File: src/rtl/alu_cmd_queue.sv
// rtl/alu_cmd_queue.sv - ALU command FIFO and registered issue stage with in-flight tracking
// Define ALU_CMDQ_FWD_EN to store s_use_prev and forward the previous ALU result as operand A.
module alu_cmd_queue #(
    parameter int DEPTH = 4
) (
    input  logic                   clk,
    input  logic                   rst_n,
    input  logic                   s_valid,
    output logic                   s_ready,
    input  logic [1:0]             s_opcode,
    input  logic [7:0]             s_a,
    input  logic [7:0]             s_b,
    input  logic                   s_use_prev,
    input  logic                   flush,
    output logic [1:0]             alu_opcode,
    output logic [7:0]             alu_operand_a,
    output logic [7:0]             alu_operand_b,
    output logic                   alu_valid_in,
    input  logic [7:0]             alu_result,
    input  logic                   alu_valid_out,
    output logic [$clog2(DEPTH):0] count,
    output logic [1:0]             outstanding
);
    localparam int AW = $clog2(DEPTH);

    logic [AW:0]   r_wr_ptr;
    logic [AW:0]   r_rd_ptr;
    logic [1:0]    r_mem_op [DEPTH];
    logic [7:0]    r_mem_a  [DEPTH];
    logic [7:0]    r_mem_b  [DEPTH];
    logic [1:0]    r_alu_opcode;
    logic [7:0]    r_alu_a;
    logic [7:0]    r_alu_b;
    logic          r_alu_valid;
    logic [1:0]    r_outstanding;

    logic [AW-1:0] w_wr_idx;
    logic [AW-1:0] w_rd_idx;
    logic          w_empty;
    logic          w_full;
    logic          w_push;
    logic          w_issue;
    logic          w_issuable;
    logic          w_dec;
    logic [7:0]    w_head_a;

    assign w_wr_idx = r_wr_ptr[AW-1:0];
    assign w_rd_idx = r_rd_ptr[AW-1:0];
    assign w_empty  = (r_wr_ptr == r_rd_ptr);
    assign w_full   = (r_wr_ptr[AW] != r_rd_ptr[AW]) && (w_wr_idx == w_rd_idx);
    // Flush wins over both ends of the FIFO in the same edge.
    assign w_push   = s_valid && !w_full && !flush;
    assign w_issue  = !w_empty && w_issuable && !flush;
    assign w_dec    = alu_valid_out && (r_outstanding != 2'd0);

`ifdef ALU_CMDQ_FWD_EN
    logic       r_mem_dep [DEPTH];
    logic [7:0] r_last_result;
    logic       w_head_dep;
    logic       w_dep_ok;

    assign w_head_dep = r_mem_dep[w_rd_idx];
    // Dependent head waits until its producer's result is visible this cycle or already captured.
    assign w_dep_ok   = (r_outstanding == 2'd0) || ((r_outstanding == 2'd1) && alu_valid_out);
    assign w_issuable = !w_head_dep || w_dep_ok;
    assign w_head_a   = w_head_dep ? (alu_valid_out ? alu_result : r_last_result)
                                   : r_mem_a[w_rd_idx];

    always_ff @(posedge clk) begin
        if (w_push) begin
            r_mem_dep[w_wr_idx] <= s_use_prev;
        end
    end

    always_ff @(posedge clk or negedge rst_n) begin
        if (!rst_n) begin
            r_last_result <= '0;
        end else if (alu_valid_out) begin
            r_last_result <= alu_result;
        end
    end
`else
    logic w_unused_fwd;

    assign w_unused_fwd = ^{s_use_prev, alu_result};
    assign w_issuable   = 1'b1;
    assign w_head_a     = r_mem_a[w_rd_idx];
`endif

    always_ff @(posedge clk) begin
        if (w_push) begin
            r_mem_op[w_wr_idx] <= s_opcode;
            r_mem_a[w_wr_idx]  <= s_a;
            r_mem_b[w_wr_idx]  <= s_b;
        end
    end

    always_ff @(posedge clk or negedge rst_n) begin
        if (!rst_n) begin
            r_wr_ptr <= '0;
            r_rd_ptr <= '0;
        end else if (flush) begin
            r_wr_ptr <= '0;
            r_rd_ptr <= '0;
        end else begin
            if (w_push) begin
                r_wr_ptr <= r_wr_ptr + 1'b1;
            end
            if (w_issue) begin
                r_rd_ptr <= r_rd_ptr + 1'b1;
            end
        end
    end

    // Operand registers hold their last values when nothing issues.
    always_ff @(posedge clk or negedge rst_n) begin
        if (!rst_n) begin
            r_alu_opcode <= '0;
            r_alu_a      <= '0;
            r_alu_b      <= '0;
            r_alu_valid  <= 1'b0;
        end else begin
            r_alu_valid <= w_issue;
            if (w_issue) begin
                r_alu_opcode <= r_mem_op[w_rd_idx];
                r_alu_a      <= w_head_a;
                r_alu_b      <= r_mem_b[w_rd_idx];
            end
        end
    end

    always_ff @(posedge clk or negedge rst_n) begin
        if (!rst_n) begin
            r_outstanding <= '0;
        end else if (w_issue && !w_dec && (r_outstanding != 2'd3)) begin
            r_outstanding <= r_outstanding + 2'd1;
        end else if (!w_issue && w_dec) begin
            r_outstanding <= r_outstanding - 2'd1;
        end
    end

    assign s_ready       = !w_full;
    assign count         = r_wr_ptr - r_rd_ptr;
    assign outstanding   = r_outstanding;
    assign alu_opcode    = r_alu_opcode;
    assign alu_operand_a = r_alu_a;
    assign alu_operand_b = r_alu_b;
    assign alu_valid_in  = r_alu_valid;

endmodule
File: config.mk
export PLATFORM = sky130hd
export DESIGN_NAME = alu_cmd_queue
export DESIGN_NICKNAME = d
export VERILOG_FILES = /design/src/rtl/alu_cmd_queue.sv
export SDC_FILE = /design/constraint.sdc
export NUM_CORES = 1
export LEC_CHECK = 0
export BUFFER_PORTS_ARGS = -buffer_cell sky130_fd_sc_hd__buf_2
export CORE_MARGIN = 5
export CORE_UTILIZATION = 40
export CTS_CLUSTER_SIZE = 14
export DETAILED_ROUTE_END_ITERATION = 12
export GPL_ROUTABILITY_DRIVEN = 0
export MAX_ROUTING_LAYER = met4
export PLACE_DENSITY_LB_ADDON = 0.2
export SLEW_MARGIN = 20
export SYNTH_ARGS = -nofsm -noshare
export SYNTH_HDL_FRONTEND = slang
export SYNTH_SLANG_ARGS = --single-unit
File: constraint.sdc
create_clock -name clk -period 3.7 [get_ports clk]
set_input_delay 0.37 -clock clk [delete_from_list [all_inputs] [get_ports clk]]
set_output_delay 0.37 -clock clk [all_outputs]
set_load 0.05 [all_outputs]
==> results of run 1 <==
power by group:
part	leakage (nW)	internal (W)	total, W	switching, W
logic	0.675	0.000518	0.00138	0.000862
registers	0.985	0.00135	0.00143	0.0000812
clock network	0.0979	0.000317	0.000673	0.000356
through the flow:
| stage | setup WS (ns) | hold WS (ns) |
|---|---|---|
| 2_1_floorplan | 1.311 | 0.07441 |
| 3_3_place_gp | 1.174 | 0.4549 |
| 6_report | 1.202 | 0.04649 |
| 5_1_grt | 1.021 | 0.09440 |
| 4_1_cts | 1.112 | 0.06362 |
| 3_5_place_dp | 1.121 | 0.4685 |
registers in the layout, summed over array words and instances (netlist names):
signal and cells:
alu_operand_a 8, r_rd_ptr 3, alu_opcode 2, r_mem_op 8, r_mem_b 32, r_wr_ptr 3
outstanding 2, r_mem_a 32, alu_operand_b 8, alu_valid_in 1
cell families (layout without fill, tap and decap cells):
| kind of cell | after synthesis | count (layout) |
|---|---|---|
| buffers and inverters | 15 | 77 |
| DFF | 99 | 99 |
| and+or+nand+nor | 17 | 17 |
| xor gates and xnor gates | 8 | 8 |
| adders and majority gates | 8 | 8 |
| AOI/OAI and AO/OA | 11 | 11 |
| muxes | 37 | 37 |
area by class of cell:
type                       instances  share of cell area [%]
multi-input combinational         81                   22.70
inverter                           7                  0.5785
tap                              133                   3.664
timing repair buffer              54                   6.336
clock inverter                     5                   1.350
clock buffer                      11                   2.893
sequential                        99                   62.48
cells in the final DEF, fill, tap and decap left out:
master / count
fa_1: 1
ha_1: 7
a21o_1: 1
o21ai_0: 4
dfrtp_1: 27
mux4_2: 10
buf_2: 47
edfxtp_1: 72
mux4_1: 8
inv_1: 7
xnor2_2: 1
mux2i_1: 1
clkbuf_8: 9
buf_4: 7
inv_6: 1
o21a_1: 1
mux2_2: 4
o22ai_1: 1
o31ai_1: 1
nand2_1: 4
clkinv_4: 2
bufinv_16: 1
clkinv_2: 1
clkbuf_1: 2
and2_1: 6
o211ai_1: 1
nor2_1: 7
a21oi_1: 2
xor2_1: 4
xnor2_1: 3
mux2_4: 14
worst max-delay path: cells and delay by family (launching register included):
| family | cells | cell delay [ns] |
|---|---|---|
| DFF | 1 | 0.39 |
| AOI/OAI and AO/OA | 1 | 0.83 |
| muxes | 1 | 0.30 |
| adders and majority gates | 1 | 0.32 |
| buffers and inverters | 2 | 0.41 |
| and+or+nand+nor | 1 | 0.14 |
worst paths after layout:
check | from | endpoint | slack, ns
max in group asynchronous | rst_n | alu_operand_b[6] | 3.21
min reg2reg | alu_opcode[1] | alu_opcode[1] | 0.51
min | rst_n | alu_operand_a[3] | 0.05
min in group clk | s_b[2] | r_mem_b[0][2] | 0.22
max | r_wr_ptr[0] | alu_operand_b[2] | 1.20
max reg2reg | r_wr_ptr[0] | alu_operand_b[2] | 1.20
metal layers:
metal | up-vias | global-route usage (%)
met5 | - | -
met4 | 0 | 6.679
met3 | 10 | 2.584
met2 | 33 | 19.44
met1 | 963 | 14.81
li1 | 862 | -
==> results.yml, run 1 <==
place:
  post_dp_cell_area_um2: 4349
  port_buffers: 47
  post-place-cells: 374
  hpwl_mm: 4.259
clocking:
  cts_buffers: 9
  clock-sinks: 99
  cts-root-buf: "clkbuf_8"
  cts.clk_slew.worst_paths_ns: 0.09
  postCtsSetupBuffers: 0
  cts_hold_buf: 0
  htree_levels: 3
  tritoncts: "yes"
  clockBufferDepth: 2
  insertion_delay_ns: 0.35
  cts_resized: 0
worst_setup_path:
  cpPeakStageDelay_ns: 0.83
  crit_slowest_cell: "a21o_1"
  critPathArrivalTime_ns: 2.74
  cp_max_fo: 21
  start_kind: "flip-flop"
  worstPathCellList: "inv_1 > ha_1 > and2_1 > a21o_1 > buf_4 > mux2_4"
  rr_worst_depth: 6
  endpoint_kind: "flip-flop"
  setup.worst_path.class: "reg2reg"
  worst-endpoint-required_ns: 3.94
cells_and_area:
  final_design_area_no_fill_um2: 4542
  layout-drive-gt1-share_pct: 37.74
  fill_cells: 873
  instances_no_fill: 390
  syn_to_final_growth_pct: 14.37
  multi_input_area_um2: 1031
  final_util_pct: 46.68
  regArea_um2: 2838
  final_nets: 292
  n_antenna_cell: 0
global_route:
  grt_usage_pct: 12.29
  grt_pass1_vias: 1945
  antenna_found_initial: 0
  grt_first_pass_wirelength_mm: 10.35
  grt_max_degree: 28
  grt_overflow: 0
hold_path:
  hold_class: "in2async"
floorplanning:
  io_pins: 57
  start_util_pct: 40.82
  rows: 36
  die_w_um: 109.6
  die_h_um: 109.6
  dieArea_um2: 12020
  core-area_um2: 9729
sta:
  relSlewSlack_pct: 29.36
  layout_min_cycle_time_ns: 2.498
  drv_slew: 0
  fmax_mhz: 400.3
  fin_crit_sh_pct: 67.51
  tightest_slew_ns: 1.060
  rsz0062_at_grt: "false"
  fin_skew_ns: 0.009769
  setup_viol: 0
  setup_tns_ns: 0
  hold_viol_final: 0
yosys:
  synthesis.nets: 235
  yosysMostFrequentCell: "edfxtp_1"
  synth_common_cells: "72 x edfxtp_1, 27 x dfrtp_1, 14 x mux2_4, 10 x mux4_2, 8 x mux4_1"
  synth_xor_area_share_pct: 1.953
  syn_area_um2: 3971
  yosysTopAreaCellShare_pct: 54.44
  ys_top_cells_by_area: "edfxtp_1 54%, dfrtp_1 17%, mux4_2 5.7%"
  syn_avg_cell_area_um2: 20.37
  synth_top_family_by_area: "multiplexers"
  synth_top_cell_by_area: "edfxtp_1"
  synth-seq-cells: 99
  synth_compound_area_share_pct: 1.670
  synth_cell_types: 27
  ys.flop_type: "edfxtp_1"
  yosysSeqAreaShare_pct: 71.46
  synth_fa_ha_area_share_pct: 2.710
  yosysWarnings: 0
  synth_edf_count: 72
  netlist_instances: 195
  synthSimpleGateAreaFrac_pct: 1.985
  async_reset_ff_share_pct: 27.27
  synth.area.mux_share_pct: 17.64
drt:
  dr_wl_met3_um: 234
  wire_per_inst_um: 16.89
  wl_met2_mm: 3.383
  drt-initial-drc-count: 63
  highest_layer: "met4"
  dr.pass1.iters: 4
  antenna_left: 0
  via_count: 1868
  wirelength_mm: 6.587
  via_per_inst: 4.790
  remaining_drc_errors: 0
  met1Wirelength_mm: 2.832
flow_run:
  maxCapViolCount: 0
pwr:
  p_total_w: 0.003487
  irDropWorstVdd_mv: 0.2380
  power.leakage_nw: 1.758
  p_per_area_nw_per_um2: 767.8
outcome:
  status: "completed"
(Power assumes the default switching activity.)
==> inputs of run 2 (changes only) <==
Clock period 3.7 ns to 2.6 ns, I/O delays scaled along.
==> run 2 against run 1 <==
  * Highest routed layer unchanged
  * Critical path type unchanged
  * Register-to-register slack worse by 0.79 ns
  * Setup slack lost 0.79 ns
  * Fmax grew 14%
  * Total power increased by 41%
  * Critical path depth increased by 1
  * Combinational power rose by 43%
==> results.yml, run 2 (same netlist as run 1, synthesis figures left out) <==
pwr:
  swShare_pct: 37.81
  power.switching_w: 0.001854
  p_comb_share_pct: 40.4
  intPower_w: 0.003049
  p_total_w: 0.004903
  irDropWorstVdd_mv: 0.3584
  p_per_area_nw_per_um2: 1071
  p_clk_share_pct: 18.0
  seqPwrFrac_pct: 41.6
  power.leakage_nw: 1.772
clocking:
  insertion_delay_ns: 0.35
  cts_buffers: 9
  clockBufferDepth: 2
  cts.clk_slew.worst_paths_ns: 0.09
  htree_levels: 3
  postCtsSetupBuffers: 0
  tritoncts: "yes"
  cts-root-buf: "clkbuf_8"
  clock-sinks: 99
hold_path:
  hold_class: "in2reg"
  hold_depth: 1
worst_setup_path:
  endpoint_kind: "flip-flop"
  reg2reg_to: "r_mem_op[3][0]"
  setup.worst_path.class: "reg2reg"
  critPathArrivalTime_ns: 2.29
  r2r-start: "r_wr_ptr[0]"
  worstPathCellList: "inv_1 > ha_1 > nand2_1 > o21ai_0 > nor2_1 > and2_1 > buf_4"
  crit_slowest_cell: "o21ai_0"
  cp_max_fo: 12
  cp_num_buf_inv: 2
  crit_start: "r_wr_ptr[0]"
  worst-endpoint-required_ns: 2.70
  cpPeakStageDelay_ns: 0.42
  start_kind: "flip-flop"
  rrSetupSlack_ns: 0.41
  critical_path_depth: 7
  critPathTopFamily: "simple AND/OR/NAND/NOR gates"
  rr_worst_depth: 7
  crit_end: "r_mem_op[3][0]"
floorplanning:
  io_pins: 57
  dieArea_um2: 12020
  rows: 36
  die_w_um: 109.6
  start_util_pct: 40.82
  die_h_um: 109.6
  core-area_um2: 9729
sta:
  tightest_slew_ns: 0.6826
  fin_skew_ns: 0.01206
  drv_slew: 0
  fin_crit_sh_pct: 84.25
  layout_min_cycle_time_ns: 2.190
  hold_viol_final: 0
  fmax_mhz: 456.5
  rsz0062_at_grt: "false"
  setup_tns_ns: 0
  setup_viol: 0
  relSlewSlack_pct: 54.49
drt:
  antenna_left: 0
  wirelength_mm: 6.543
  via_per_inst: 4.722
  via_count: 1870
  remaining_drc_errors: 0
  drt-initial-drc-count: 61
  dr.pass1.iters: 4
  wire_per_inst_um: 16.52
cells_and_area:
  mostFrequentLayoutCells: "72 x edfxtp_1, 47 x buf_2, 27 x dfrtp_1, 14 x mux2_4, 12 x buf_4"
  n_antenna_cell: 0
  largest_registers: "r_mem_a x32, r_mem_b x32"
  final_nets: 298
  final_common_cell: "edfxtp_1"
  final_design_area_no_fill_um2: 4578
  syn_to_final_growth_pct: 15.28
  layout-drive-gt1-share_pct: 39.16
  instances_no_fill: 396
global_route:
  grt_overflow: 0
  grt_max_degree: 28
  grt_usage_pct: 12.54
  grt_pass1_vias: 1979
  antenna_found_initial: 0
  grt_first_pass_wirelength_mm: 10.47
place:
  post-place-cells: 379
  hpwl_mm: 4.402
  port_buffers: 47
  post_dp_cell_area_um2: 4387
flow_run:
  maxCapViolCount: 0
outcome:
  status: "completed"
-- run 2: power by group through the flow --
stage	registers, W	clock network, W	logic [W]
after floorplan	0.00264	0	0.00106
after global placement	0.00207	0	0.00199
after detailed placement	0.00208	0	0.00202
after CTS	0.00205	0.000917	0.00202
after global routing	0.00207	0.000984	0.00212
final	0.00204	0.000881	0.00198
-- run 2: how the worst min path moves through the flow --
stage                 from             end  slack (ns)
2_1_floorplan        rst_n   alu_opcode[0]       -0.04
3_3_place_gp         rst_n  outstanding[0]        0.34
3_5_place_dp         rst_n  outstanding[0]        0.35
4_1_cts        s_opcode[1]  r_mem_op[2][1]        0.10
5_1_grt             s_b[2]   r_mem_b[1][2]        0.09
6_report       s_opcode[1]  r_mem_op[3][1]        0.12
-- run 2: worst register-to-register path, stage by stage, from the launching register on --
cell and delay [ns]:
dfrtp_1 0.39, inv_1 0.12, ha_1 0.33, nand2_1 0.11, o21ai_0 0.42, nor2_1 0.16
and2_1 0.21, buf_4 0.20
-- run 2: final cells by class --
class,count,area (um^2)
fillers,860,5151
repair buffers,60,335.3
clock inverters,5,40.04
clock buffers,11,141.4
flip-flops and latches,99,2838
inverters,7,26.28
multi-input cells,81,1031
well taps,133,166.4
-- run 2: per-layer routing --
metal | share of wire, % | GRT usage (%)
met5 | 0 | -
met4 | 1.5 | 5.610
met3 | 3.9 | 2.819
met2 | 51 | 20.62
met1 | 44 | 14.81
-- run 2: metrics by stage --
| stage | hold WS, ns | util (%) | worst slack, ns |
|---|---|---|---|
| floorplan | -0.03559 | - | 0.2114 |
| global placement | 0.3386 | 45.09 | 0.4741 |
| detailed placement | 0.3457 | 45.09 | 0.3999 |
| CTS | 0.1020 | 47.06 | 0.3881 |
| global route | 0.09251 | 47.06 | 0.2566 |
| finish | 0.1190 | 47.06 | 0.4095 |
-- run 2: timing repair --
action | 4_1_cts | 5_1_grt
endpoints found under the hold margin | 27 | 0
gates resized for setup | 0 | 0
hold buffers | 1 | 0
==> inputs of run 3 (changes only) <==
Clock period 2.6 ns to 2.07 ns, I/O delays scaled along.
==> run 3 against run 2 <==
  * Critical path depth decreased by 2
  * Setup slack got worse by 0.32 ns
  * Register-to-register slack got worse by 0.23 ns
  * Clock-buffer cell count decreased by 1
  * Largest power group is now combinational logic
  * Non-clock buffer count increased by 6
  * Via count increased by 1.3%
  * Sequential power increased by 26%
  * Highest routed layer unchanged
  * Largest cell class unchanged
==> results.yml, run 3 (same netlist as run 1, synthesis figures left out) <==
floorplanning:
  start_util_pct: 40.82
  die_h_um: 109.6
  die_w_um: 109.6
  core-area_um2: 9729
  dieArea_um2: 12020
  io_pins: 57
  rows: 36
worst_setup_path:
  setup.worst_path.class: "reg2out"
  endpoint_kind: "output port"
  cpPeakStageDelay_ns: 0.52
  path_common_cell: "inv_1"
  start_kind: "flip-flop"
  cp_num_buf_inv: 3
  crit_slowest_cell: "fa_2"
  cp_max_fo: 4
  critical_path_depth: 5
  rr_worst_depth: 7
  critPathArrivalTime_ns: 1.77
  worst-endpoint-required_ns: 1.86
  worstPathCellList: "inv_1 > ha_1 > fa_2 > inv_1 > buf_4"
  critPathTopFamily: "adder cells"
sta:
  layout_min_cycle_time_ns: 1.978
  hold_viol_final: 0
  setup_tns_ns: 0
  rsz0062_at_grt: "false"
  relSlewSlack_pct: 55.18
  tightest_slew_ns: 0.6723
  setup_viol: 0
  fin_skew_ns: 0.008799
  whs_ns: 0.06312
  setup_ws_ns: 0.09244
  fmax_mhz: 505.7
  fin_crit_sh_pct: 95.53
  drv_slew: 0
cells_and_area:
  multi_input_area_um2: 1046
  largest_registers: "r_mem_a x32, r_mem_b x32"
  final_common_cell: "edfxtp_1"
  final_nets: 304
  fill_cells: 850
  mostFrequentLayoutCells: "72 x edfxtp_1, 45 x buf_2, 27 x dfrtp_1, 16 x buf_4, 14 x mux2_4"
  layout-drive-gt1-share_pct: 43.12
  regArea_um2: 2838
  n_antenna_cell: 0
  syn_to_final_growth_pct: 18.02
clocking:
  tritoncts: "yes"
  cts.clk_slew.worst_paths_ns: 0.10
  insertion_delay_ns: 0.35
  clockBufferDepth: 2
  clock-sinks: 99
  htree_levels: 3
  cts-root-buf: "clkbuf_8"
  cts_buffers: 9
drt:
  drt-initial-drc-count: 69
  via_per_inst: 4.714
  dr.pass1.iters: 4
  wirelength_mm: 6.653
  wire_per_inst_um: 16.55
  antenna_left: 0
  remaining_drc_errors: 0
  via_count: 1895
global_route:
  grt_max_degree: 28
  grt_first_pass_wirelength_mm: 10.94
  grt_overflow: 0
  grt_usage_pct: 12.78
  grt_pass1_vias: 2089
  antenna_found_initial: 0
pwr:
  power.leakage_nw: 1.833
  irDropWorstVdd_mv: 0.4713
  p_total_w: 0.006322
  p_per_area_nw_per_um2: 1349
place:
  hpwl_mm: 4.408
  dp_slack_ns: 0.1468
  port_buffers: 47
outcome:
  status: "completed"
flow_run:
  maxCapViolCount: 0
hold_path:
  hold_class: "in2reg"
  hold_depth: 1
run 3: changes by cell type in the layout (fill, tap and decap cells not counted), moves of 2 or more:
| cell | change |
|---|---|
| and2_2 | +4 |
| inv_6 | +2 |
| buf_2 | -2 |
| buf_4 | +4 |
| and2_1 | -4 |
| buf_12 | +3 |
run 3: layout make-up:
type / instances / share of cell area [%]
clock buffers: 10 / 2.936
clock inverters: 6 / 0.9877
inverters: 7 / 0.5606
multi-input cells: 81 / 22.32
flip-flops and latches: 99 / 60.54
well taps: 133 / 3.550
repair buffers: 66 / 9.103
run 3: timing repair:
| item | CTS | global route |
|---|---|---|
| resized for setup | 2 | 3 |
| hold buffers | 1 | 0 |
| endpoints found under the hold margin | 27 | 0 |
| setup buffers | 1 | 1 |
| pin swaps | 0 | 1 |
| endpoints found under the setup margin | 1 | 2 |
run 3: worst paths after layout:
path / startpoint / endpoint / slack (ns)
setup / recovery: r_wr_ptr[0] / count[1] / 0.09
min in group asynchronous: rst_n / alu_valid_in / 0.42
max in group asynchronous: rst_n / alu_operand_b[7] / 1.21
hold / removal: s_b[1] / r_mem_b[1][1] / 0.06
setup reg to reg: r_wr_ptr[0] / r_mem_b[1][5] / 0.18
hold reg to reg: alu_operand_b[4] / alu_operand_b[4] / 0.51
run 3: metal layers:
layer | global-route usage (%) | wire length [um] | part of all wire, %
met3 | 2.642 | 238 | 3.6
met5 | - | 0 | 0
met1 | 15.97 | 3023 | 45
met4 | 5.699 | 144 | 2.2
met2 | 20.23 | 3247 | 49
run 3: stage by stage:
stage | std cells | cell area [um^2] | utilization [%]
after floorplan | 195 | 3985 | -
after global placement | 383 | 4467 | 45.91
after detailed placement | 383 | 4467 | 45.91
after CTS | 401 | 4674 | 48.05
after global routing | 402 | 4687 | 48.17
final | 402 | 4687 | 48.17
run 3: where the power goes:
group          total (W)  internal [W]  switching [W]
sequential       0.00257       0.00242       0.000147
clock            0.00114      0.000478       0.000658
combinational    0.00262       0.00104        0.00158
total            0.00632       0.00393        0.00239
